### src/rtl/clint_trap_ctrl_pkg.sv
// rtl/clint_trap_ctrl_pkg.sv - CSR addresses, privilege encodings, mcause codes and mstatus bit indices
package clint_trap_ctrl_pkg;

  localparam logic [11:0] CSR_MSTATUS = 12'h300;
  localparam logic [11:0] CSR_MTVEC   = 12'h305;
  localparam logic [11:0] CSR_MEPC    = 12'h341;
  localparam logic [11:0] CSR_MCAUSE  = 12'h342;

  localparam logic [1:0] PRIVILEG_USER    = 2'b00;
  localparam logic [1:0] PRIVILEG_MACHINE = 2'b11;

  localparam logic [31:0] CAUSE_ECALL  = 32'd11;
  localparam logic [31:0] CAUSE_EBREAK = 32'd3;
  localparam logic [31:0] CAUSE_MTIMER = 32'h8000_0007;

  localparam int MSTATUS_MIE     = 3;
  localparam int MSTATUS_MPIE    = 7;
  localparam int MSTATUS_MPP_LO  = 11;
  localparam int MSTATUS_MPP_HI  = 12;

  function automatic logic [31:0] csr_addr(input logic [11:0] a);
    return {20'd0, a};
  endfunction

endpackage

### src/rtl/clint_trap_ctrl.sv
// rtl/clint_trap_ctrl.sv - trap/mret sequencer driving the CSR clint write port and PC redirect
// Optional: CLINT_VECTORED_EN enables vectored interrupt targets when mtvec mode is 2'b01.
module clint_trap_ctrl
  import clint_trap_ctrl_pkg::*;
#(
  parameter logic [31:0] RESET_ADDR = 32'h0
) (
  input  logic        sys_clk,
  input  logic        sys_reset,
  input  logic        inst_ecall_i,
  input  logic        inst_ebreak_i,
  input  logic        inst_mret_i,
  input  logic [31:0] inst_addr_i,
  input  logic        timer_irq_i,
  input  logic [31:0] csr_mtvec_i,
  input  logic [31:0] csr_mepc_i,
  input  logic [31:0] csr_mstatus_i,
  output logic        clint_wr_en_o,
  output logic [31:0] clint_wr_addr_o,
  output logic [31:0] clint_wr_data_o,
  output logic        wr_privilege_en_o,
  output logic [1:0]  wr_privilege_ctrl_o,
  output logic        hold_o,
  output logic        int_assert_o,
  output logic [31:0] int_addr_o
);

  typedef enum logic [2:0] {
    IDLE,
    W_MEPC,
    W_MSTATUS,
    W_MCAUSE,
    W_MSTATUS_MRET,
    ASSERT
  } state_t;

  state_t      state_q, state_d;
  logic [31:0] cause_q, cause_d;
  logic [31:0] epc_q, epc_d;
  logic        is_mret_q, is_mret_d;

  logic        irq_taken;
  logic        trap_taken;
  logic        event_taken;
  logic [31:0] mtvec_base;
  logic [31:0] trap_target;
  logic [31:0] mstatus_trap;
  logic [31:0] mstatus_mret;

  assign irq_taken   = timer_irq_i & csr_mstatus_i[MSTATUS_MIE];
  assign trap_taken  = inst_ecall_i | inst_ebreak_i | irq_taken;
  assign event_taken = (state_q == IDLE) & ~sys_reset & (trap_taken | inst_mret_i);
  assign mtvec_base  = csr_mtvec_i & 32'hFFFF_FFFC;

`ifdef CLINT_VECTORED_EN
  assign trap_target = (csr_mtvec_i[1:0] == 2'b01 && cause_q[31])
                       ? mtvec_base + {cause_q[29:0], 2'b00} : mtvec_base;
`else
  assign trap_target = mtvec_base;
`endif

  always_comb begin
    mstatus_trap                                  = csr_mstatus_i;
    mstatus_trap[MSTATUS_MPIE]                    = csr_mstatus_i[MSTATUS_MIE];
    mstatus_trap[MSTATUS_MIE]                     = 1'b0;
    mstatus_trap[MSTATUS_MPP_HI:MSTATUS_MPP_LO]   = PRIVILEG_MACHINE;
    mstatus_mret                                  = csr_mstatus_i;
    mstatus_mret[MSTATUS_MIE]                     = csr_mstatus_i[MSTATUS_MPIE];
    mstatus_mret[MSTATUS_MPIE]                    = 1'b1;
    mstatus_mret[MSTATUS_MPP_HI:MSTATUS_MPP_LO]   = PRIVILEG_USER;
  end

  always_ff @(posedge sys_clk) begin
    if (sys_reset) begin
      state_q   <= IDLE;
      cause_q   <= 32'd0;
      epc_q     <= 32'd0;
      is_mret_q <= 1'b0;
    end else begin
      state_q   <= state_d;
      cause_q   <= cause_d;
      epc_q     <= epc_d;
      is_mret_q <= is_mret_d;
    end
  end

  always_comb begin
    state_d             = state_q;
    cause_d             = cause_q;
    epc_d               = epc_q;
    is_mret_d           = is_mret_q;
    clint_wr_en_o       = 1'b0;
    clint_wr_addr_o     = 32'd0;
    clint_wr_data_o     = 32'd0;
    wr_privilege_en_o   = 1'b0;
    wr_privilege_ctrl_o = 2'b00;
    int_assert_o        = 1'b0;
    int_addr_o          = RESET_ADDR;
    hold_o              = (state_q != IDLE) | event_taken;

    unique case (state_q)
      IDLE: begin
        // Priority: ecall > ebreak > mret > timer irq
        if (trap_taken && !(inst_mret_i && !inst_ecall_i && !inst_ebreak_i)) begin
          state_d   = W_MEPC;
          epc_d     = inst_addr_i;
          is_mret_d = 1'b0;
          cause_d   = inst_ecall_i  ? CAUSE_ECALL  :
                      inst_ebreak_i ? CAUSE_EBREAK : CAUSE_MTIMER;
        end else if (inst_mret_i) begin
          state_d   = W_MSTATUS_MRET;
          is_mret_d = 1'b1;
        end
      end
      W_MEPC: begin
        clint_wr_en_o   = 1'b1;
        clint_wr_addr_o = csr_addr(CSR_MEPC);
        clint_wr_data_o = epc_q;
        state_d         = W_MSTATUS;
      end
      W_MSTATUS: begin
        clint_wr_en_o       = 1'b1;
        clint_wr_addr_o     = csr_addr(CSR_MSTATUS);
        clint_wr_data_o     = mstatus_trap;
        wr_privilege_en_o   = 1'b1;
        wr_privilege_ctrl_o = PRIVILEG_MACHINE;
        state_d             = W_MCAUSE;
      end
      W_MCAUSE: begin
        clint_wr_en_o   = 1'b1;
        clint_wr_addr_o = csr_addr(CSR_MCAUSE);
        clint_wr_data_o = cause_q;
        state_d         = ASSERT;
      end
      W_MSTATUS_MRET: begin
        clint_wr_en_o       = 1'b1;
        clint_wr_addr_o     = csr_addr(CSR_MSTATUS);
        clint_wr_data_o     = mstatus_mret;
        wr_privilege_en_o   = 1'b1;
        wr_privilege_ctrl_o = csr_mstatus_i[MSTATUS_MPP_HI:MSTATUS_MPP_LO];
        state_d             = ASSERT;
      end
      ASSERT: begin
        int_assert_o = 1'b1;
        int_addr_o   = is_mret_q ? csr_mepc_i : trap_target;
        state_d      = IDLE;
      end
      default: state_d = IDLE;
    endcase
  end

endmodule
### config.mk
export PLATFORM = sky130hd
export DESIGN_NAME = clint_trap_ctrl
export DESIGN_NICKNAME = d
export VERILOG_FILES = /design/src/rtl/clint_trap_ctrl_pkg.sv /design/src/rtl/clint_trap_ctrl.sv
export SDC_FILE = /design/constraint.sdc
export NUM_CORES = 1
export LEC_CHECK = 0
export ABC_AREA = 0
export CAP_MARGIN = 20
export CORE_MARGIN = 2
export CORE_UTILIZATION = 34
export CTS_CLUSTER_SIZE = 25
export DETAILED_ROUTE_END_ITERATION = 6
export PLACE_DENSITY = 0.89
export SLEW_MARGIN = 25
export SYNTH_ARGS = -nofsm -noshare
export SYNTH_HDL_FRONTEND = slang
export SYNTH_SLANG_ARGS = --single-unit
### constraint.sdc
create_clock -name sys_clk -period 2.14 [get_ports sys_clk]
set_input_delay 0.642 -clock sys_clk [delete_from_list [all_inputs] [get_ports sys_clk]]
set_output_delay 0.642 -clock sys_clk [all_outputs]
set_load 0.05 [all_outputs]
Word-level counts from Yosys, hierarchy flattened

Cells that the tools add are included.

Add/subtract/negate cells: 0
Multiply operators: 0
Divide/modulo/power cells: 0
Order comparisons: 0
Equality and inequality tests: 6
Shifts and indexed selects: 0
Muxes and demuxes: 15
Bitwise gates (word level): 8
Reduce and logical (&&, ||, !) cells: 14

Operator list:

| cell                 | count |
|---|---|
| $mux W32             | 4 |
| $pmux W32 S4         | 1 |
| $pmux W10 S3         | 1 |
| $pmux W3 S4          | 1 |
| $eq A3 B2 Y1 const B | 2 |
| $eq A3 B3 Y1 const B | 2 |
| $mux W3              | 2 |
| $mux W1              | 5 |
| $or A1 B1 Y1         | 4 |
| $pmux W2 S2          | 1 |
| $reduce_and A2 Y1    | 2 |
| $reduce_or A2 Y1     | 2 |
| $reduce_or A4 Y1     | 1 |
| $and A1 B1 Y1        | 3 |
| $eq A3 B1 Y1 const B | 1 |
| $logic_and A1 B1 Y1  | 3 |
| $logic_not A1 Y1     | 3 |
| $logic_not A3 Y1     | 1 |
| $ne A3 B2 Y1 const B | 1 |
| $reduce_bool A3 Y1   | 1 |
| $reduce_bool A2 Y1   | 1 |
| $not A1 Y1           | 1 |

Flip-flop bits (word level): 68
Bits in latches: 0
Memory bits (writable): 0
Bits in read-only memories: 0
Input port bits: 134
Output and inout port bits: 102
Logic and storage cells: 47
Memories kept: 0

Longest topological paths before layout

Depth after elaboration: 7
Mapped depth: 6
Mapped depth without buffers: 4

Worst setup path after synthesis

Ideal clock, no wire load.

Kind: input to output
From: in sys_reset
To: out hold_o
Arrival time: 2.115 ns
Data required time: 1.498 ns
Slack: -0.617 ns
Stages: 3
Buffers on the path: 2
Path through: clkbuf_1 clkbuf_1 o21ai_0

Word-level cells in the longest chain between the ends: 4

Ends and longest elaborated chain:

| item                       | RTL line              | text |
|---|---|---|
| start, declared            | clint_trap_ctrl.sv:9  | `input logic sys_reset,` |
| $not A1 Y1                 | clint_trap_ctrl.sv:52 | `assign event_taken = (state_q == IDLE) & ~sys_reset & (trap_taken \| inst_mret_i);` |
| $and A1 B1 Y1 (2 in a row) | clint_trap_ctrl.sv:52 |  |
| $or A1 B1 Y1               | clint_trap_ctrl.sv:99 | `hold_o = (state_q != IDLE) \| event_taken;` |
| end, declared              | clint_trap_ctrl.sv:23 | `output logic hold_o,` |

Every way passes these cells.

Worst setup path after layout

From: reg state_q[1]
To: out clint_wr_data_o[22]

Word-level cells in the longest chain between the ends: 2
Elaborated cells on any way between the ends: 5
Those cells by class: eq/ne (4); mux (1)

Ends and longest elaborated chain:

| item                                 | RTL line               | text |
|---|---|---|
| start, declared                      | clint_trap_ctrl.sv:37  | `state_t state_q, state_d;` |
| start signal, assigned               | clint_trap_ctrl.sv:80  | `state_q <= state_d;` |
| $eq A3 B3 Y1 (tied with other cells) | clint_trap_ctrl.sv:101 | `unique case (state_q)` |
| $pmux W32 S4 *                       | clint_trap_ctrl.sv:101 |  |
| end, declared                        | clint_trap_ctrl.sv:20  | `output logic [31:0] clint_wr_data_o,` |

Mark *: on every way between the ends. The rest lies on a longest branch, timed or not.

==> results.txt <==
The flow ran to the end, but the final reports show violations. The final reports fail on negative setup slack. Slew of the pin with the lowest slew margin: 0.5413 ns. In the layout the commonest cells are 112 x sky130_fd_sc_hd__clkdlybuf4s50_1, 79 x sky130_fd_sc_hd__buf_12, 66 x sky130_fd_sc_hd__nand2b_1. The met1 capacity usage during global routing is 0.2777. Most used routing layer: met2. Post-synthesis share of cell area spent on and, or, nand and nor gates: 0.2244. Entering global routing, the biggest net connects 74 pins.

The number of global-route vias before repair came out at 3656. Share of the clock period used by the worst path: 1.096. After the last flow step, the layout net total stands at 702. The post-route clock skew is 0.008587 ns, and the per-cell via count in the routed design is 5.028. For this run, design rule violations remaining after detail routing come to 0. After global routing the overflow that remains totals 0. The logs give 0.4681 mV for the maximum resistive drop on vdd and 2 for the H-tree level count. The worst hold path was traced through 2 stages.

The clock passes through at most 2 buffers. The standard cell with the maximum stage delay on the critical path was sky130_fd_sc_hd__dfxtp_4. The logs give 0.46 ns for the setup slack of the worst register-to-register path and 8678 um2 for the placeable core region. The most common cell after layout, fill and taps aside was sky130_fd_sc_hd__clkdlybuf4s50_1. The fraction of final layout cells with drive strength greater than 1 is 0.4359, and the global-route usage over all layers is 0.2515. The logs give 0.05603 for the met3 routing resource usage after global routing and 4 for the first-pass iteration count of the detailed router. The initialized floorplan defines 34 standard-cell rows.

The tools report the initial DRC count as 109. The tools report the tightest slew margin relative to the limit as 0.6392. The post-synthesis to final-layout area growth is 134.1%, and the wire length of the first global-routing pass is 19530 um. Average cell area after synthesis: 8.868 um2. The tree is rooted in a sky130_fd_sc_hd__clkbuf_8. For this design the ratio of total power to cell area is 675.9 nW/um2. The die is 98.45 um wide. The number of sinks on the clock net was 39. In the final routed layout, each cell accounts on average for 20.88 um. For the final-report hold violation count, the log shows 0. The synthesized-area fraction occupied by adder cells works out to 0.

The largest family of logic cells by synthesized area is multiplexers. Traced cell by cell, the critical path runs through buf_6 > nor2b_4 > o21ba_4 > clkbuf_16 > a22o_4 > buf_12. Routability-driven placement finished with a final weighted congestion of 0.8120. The tools report the post-synthesis cell area as 3033 um2.

Wires add up to 14160 um. The share of the synthesized area in compound gates (AO/OA/AOI/OAI) is 0.1345. TritonCTS built the clock tree. Yosys printed 0 warnings.

For the data arrival time of the critical path, the log shows 1.70 ns. The endpoint identified for the worst register-to-register timing path is epc_q[25]. Input and output buffers added on the ports amount to 206. Clock transition at the registers of the reported paths: 0.08 ns. Static timing analysis puts the maximum clock frequency at 426.2 MHz. The worst min-delay path category was flop to flop. On the worst path, the slowest cell contributes a delay of 0.36 ns. From bottom edge to top edge, the die measures 98.45 um. For the final number of max-transition violations, the log shows 0. The post-synthesis sequential element count is 39. The number of max-cap violations was 0. Measured in cells, the most critical reg-to-reg path has a length of 6. Once detailed placement completed, the half-perimeter wirelength came to 8868 um. The run gives 0.2574 as the part of the Yosys area used for sequential elements. The number of antenna violations at the first check in global routing is 1. Xor/xnor cell area share of the yosys netlist: 0.005776. For the finished layout, the period the worst path requires is 2.346 ns. Number of distinct library cells after synthesis: 39.

Summed over all cells, the static leakage comes to 2.943 nW. The path with the worst hold slack has its endpoint at epc_q[6]. The run gives 342 as the cell count after synthesis. The met2 track demand over resource is 0.4767, and the total die area is 9691 um2.

The critical path is of the flop to output pin type. Setup repair after global routing could not meet its margin everywhere. The launch point of the worst reg-to-reg path is state_q[1]. Pin placement for this block handled 236 I/O pins.

Setup violations remaining at the end of the flow were counted as 65. For the worst-skew pair, the clock arrives at the later sink with an insertion delay of 0.28 ns. The run gives 0.3495 as the effective utilization at floorplan. The mux contribution to synthesized area was 0.2281. For the worst setup path, the data required time is 1.50 ns. Summing over every cut layer, the via total after detailed routing is 3409.

The final total negative setup slack was -6.420 ns. The kind of capture point of the worst setup path was an output pin. In this run, CTS created clock tree buffers numbering 5. The startpoint identified for the worst hold timing path is epc_q[6]. The kind of start point of the critical path is a flop.

The worst path setup slack after routing was -0.2060 ns; the maximum fanout encountered on the critical timing path was 6. The run gives 0 as the number of antenna-violating nets in the routed design. The completed layout was analyzed and its total power is 4.798 mW.
[through the flow]
stage          setup slack, ns  cells  instance area [um2]  hold WS [ns]  utilization
2_1_floorplan          -0.1275    368                 3227        0.4401            -
3_3_place_gp           -0.4605    652                 5983        0.4565       0.6894
3_5_place_dp           -0.4461    652                 5983        0.4703       0.6894
4_1_cts                -0.1729    671                 6726        0.4868       0.7751
5_1_grt                -0.2559    677                 7097        0.4993       0.8178
6_report               -0.2060    678                 7099        0.4935       0.8181
[synthesized netlist by cell type]
cell type,n,share of area
sky130_fd_sc_hd__nand3b_1,1,0.0025
sky130_fd_sc_hd__o41a_1,1,0.0037
sky130_fd_sc_hd__buf_2,3,0.0049
sky130_fd_sc_hd__nand2b_1,66,0.14
sky130_fd_sc_hd__o2bb2ai_1,5,0.014
sky130_fd_sc_hd__a2111oi_0,1,0.0029
sky130_fd_sc_hd__mux2_1,4,0.015
sky130_fd_sc_hd__a22o_1,25,0.072
sky130_fd_sc_hd__xnor2_1,2,0.0058
sky130_fd_sc_hd__a21oi_1,7,0.012
sky130_fd_sc_hd__mux2_4,1,0.0049
sky130_fd_sc_hd__o21ai_0,2,0.0033
sky130_fd_sc_hd__inv_2,1,0.0012
sky130_fd_sc_hd__nor2b_1,5,0.010
sky130_fd_sc_hd__o21a_1,1,0.0025
sky130_fd_sc_hd__o21ai_1,1,0.0016
sky130_fd_sc_hd__buf_4,29,0.072
sky130_fd_sc_hd__and3_1,2,0.0041
sky130_fd_sc_hd__inv_1,2,0.0025
sky130_fd_sc_hd__and2b_4,2,0.0066
sky130_fd_sc_hd__mux2i_1,62,0.20
sky130_fd_sc_hd__o31a_1,1,0.0029
sky130_fd_sc_hd__clkbuf_1,15,0.019
sky130_fd_sc_hd__nor2_1,36,0.045
sky130_fd_sc_hd__o41ai_1,1,0.0029
sky130_fd_sc_hd__o21ba_1,2,0.0066
sky130_fd_sc_hd__conb_1,1,0.0012
sky130_fd_sc_hd__and2_1,1,0.0021
sky130_fd_sc_hd__nand2_1,2,0.0025
sky130_fd_sc_hd__nor3_2,1,0.0033
sky130_fd_sc_hd__nor3_1,1,0.0016
sky130_fd_sc_hd__nor3_4,1,0.0054
sky130_fd_sc_hd__buf_6,8,0.030
sky130_fd_sc_hd__nor3b_1,1,0.0025
sky130_fd_sc_hd__a22oi_1,4,0.0099
sky130_fd_sc_hd__mux2_2,1,0.0037
sky130_fd_sc_hd__buf_12,3,0.020
sky130_fd_sc_hd__dfxtp_1,39,0.26
sky130_fd_sc_hd__and3b_1,1,0.0029
[routing by layer]
metal	up-vias	wire length [um]
li1	1576	-
met1	1659	5085
met2	146	7979
met3	28	679
met4	0	415
met5	-	0
[worst max-delay path, delay by kind of cell (launching register included)]
family	cells	cell delay, ns
DFF	1	0.36
AOI/OAI and AO/OA	2	0.50
buffers and inverters	3	0.44
and+or+nand+nor	1	0.12
[state kept, by name (all words and copies together) (netlist names)]
register / flops
epc_q: 32
cause_q: 3
state_q: 3
is_mret_q: 1
[layout make-up]
type | count | area, um2
Multi-Input combinational cell | 268 | 2643
Fill cell | 451 | 1579
Clock buffer | 8 | 100.1
Timing Repair Buffer | 251 | 3405
Sequential cell | 39 | 790.8
Antenna cell | 1 | 2.502
Inverter | 3 | 23.77
Tap cell | 108 | 135.1
[logic make-up (layout without fill, tap and decap cells)]
family | Yosys count | in the layout
other | 1 | 28
AND/OR/NAND/NOR | 120 | 120
buffers and inverters | 61 | 262
multiplexers | 68 | 68
AO/OA/AOI/OAI | 51 | 51
flip-flops | 39 | 39
XOR/XNOR | 2 | 2
[where the power goes]
| part | total, mW | internal, mW | switching (mW) |
|---|---|---|---|
| Clock | 0.549 | 0.295 | 0.255 |
| Combinational | 3.30 | 1.66 | 1.64 |
| Sequential | 0.948 | 0.844 | 0.104 |
[worst max path at each step]
stage / slack, ns / end / depth (start not counted) / startpoint
floorplan: -0.13 / clint_wr_en_o / 3 / state_q[2]
global placement: -0.46 / hold_o / 5 / csr_mstatus_i[3]
detailed placement: -0.45 / hold_o / 5 / csr_mstatus_i[3]
CTS: -0.17 / clint_wr_data_o[16] / 6 / state_q[1]
global route: -0.26 / clint_wr_data_o[22] / 6 / state_q[1]
finish: -0.21 / clint_wr_data_o[22] / 6 / state_q[1]
[what timing repair did]
item / 4_1_cts / 5_1_grt
endpoints found under the hold margin: 0 / 0
setup endpoints to repair: 67 / 73
buffers inserted: 6 / 4
cloned: 5 / 4
pin swaps: 29 / 44
gates resized for setup: 116 / 71
hold buffers: 0 / 0
Power figures use the tool's default switching activity.
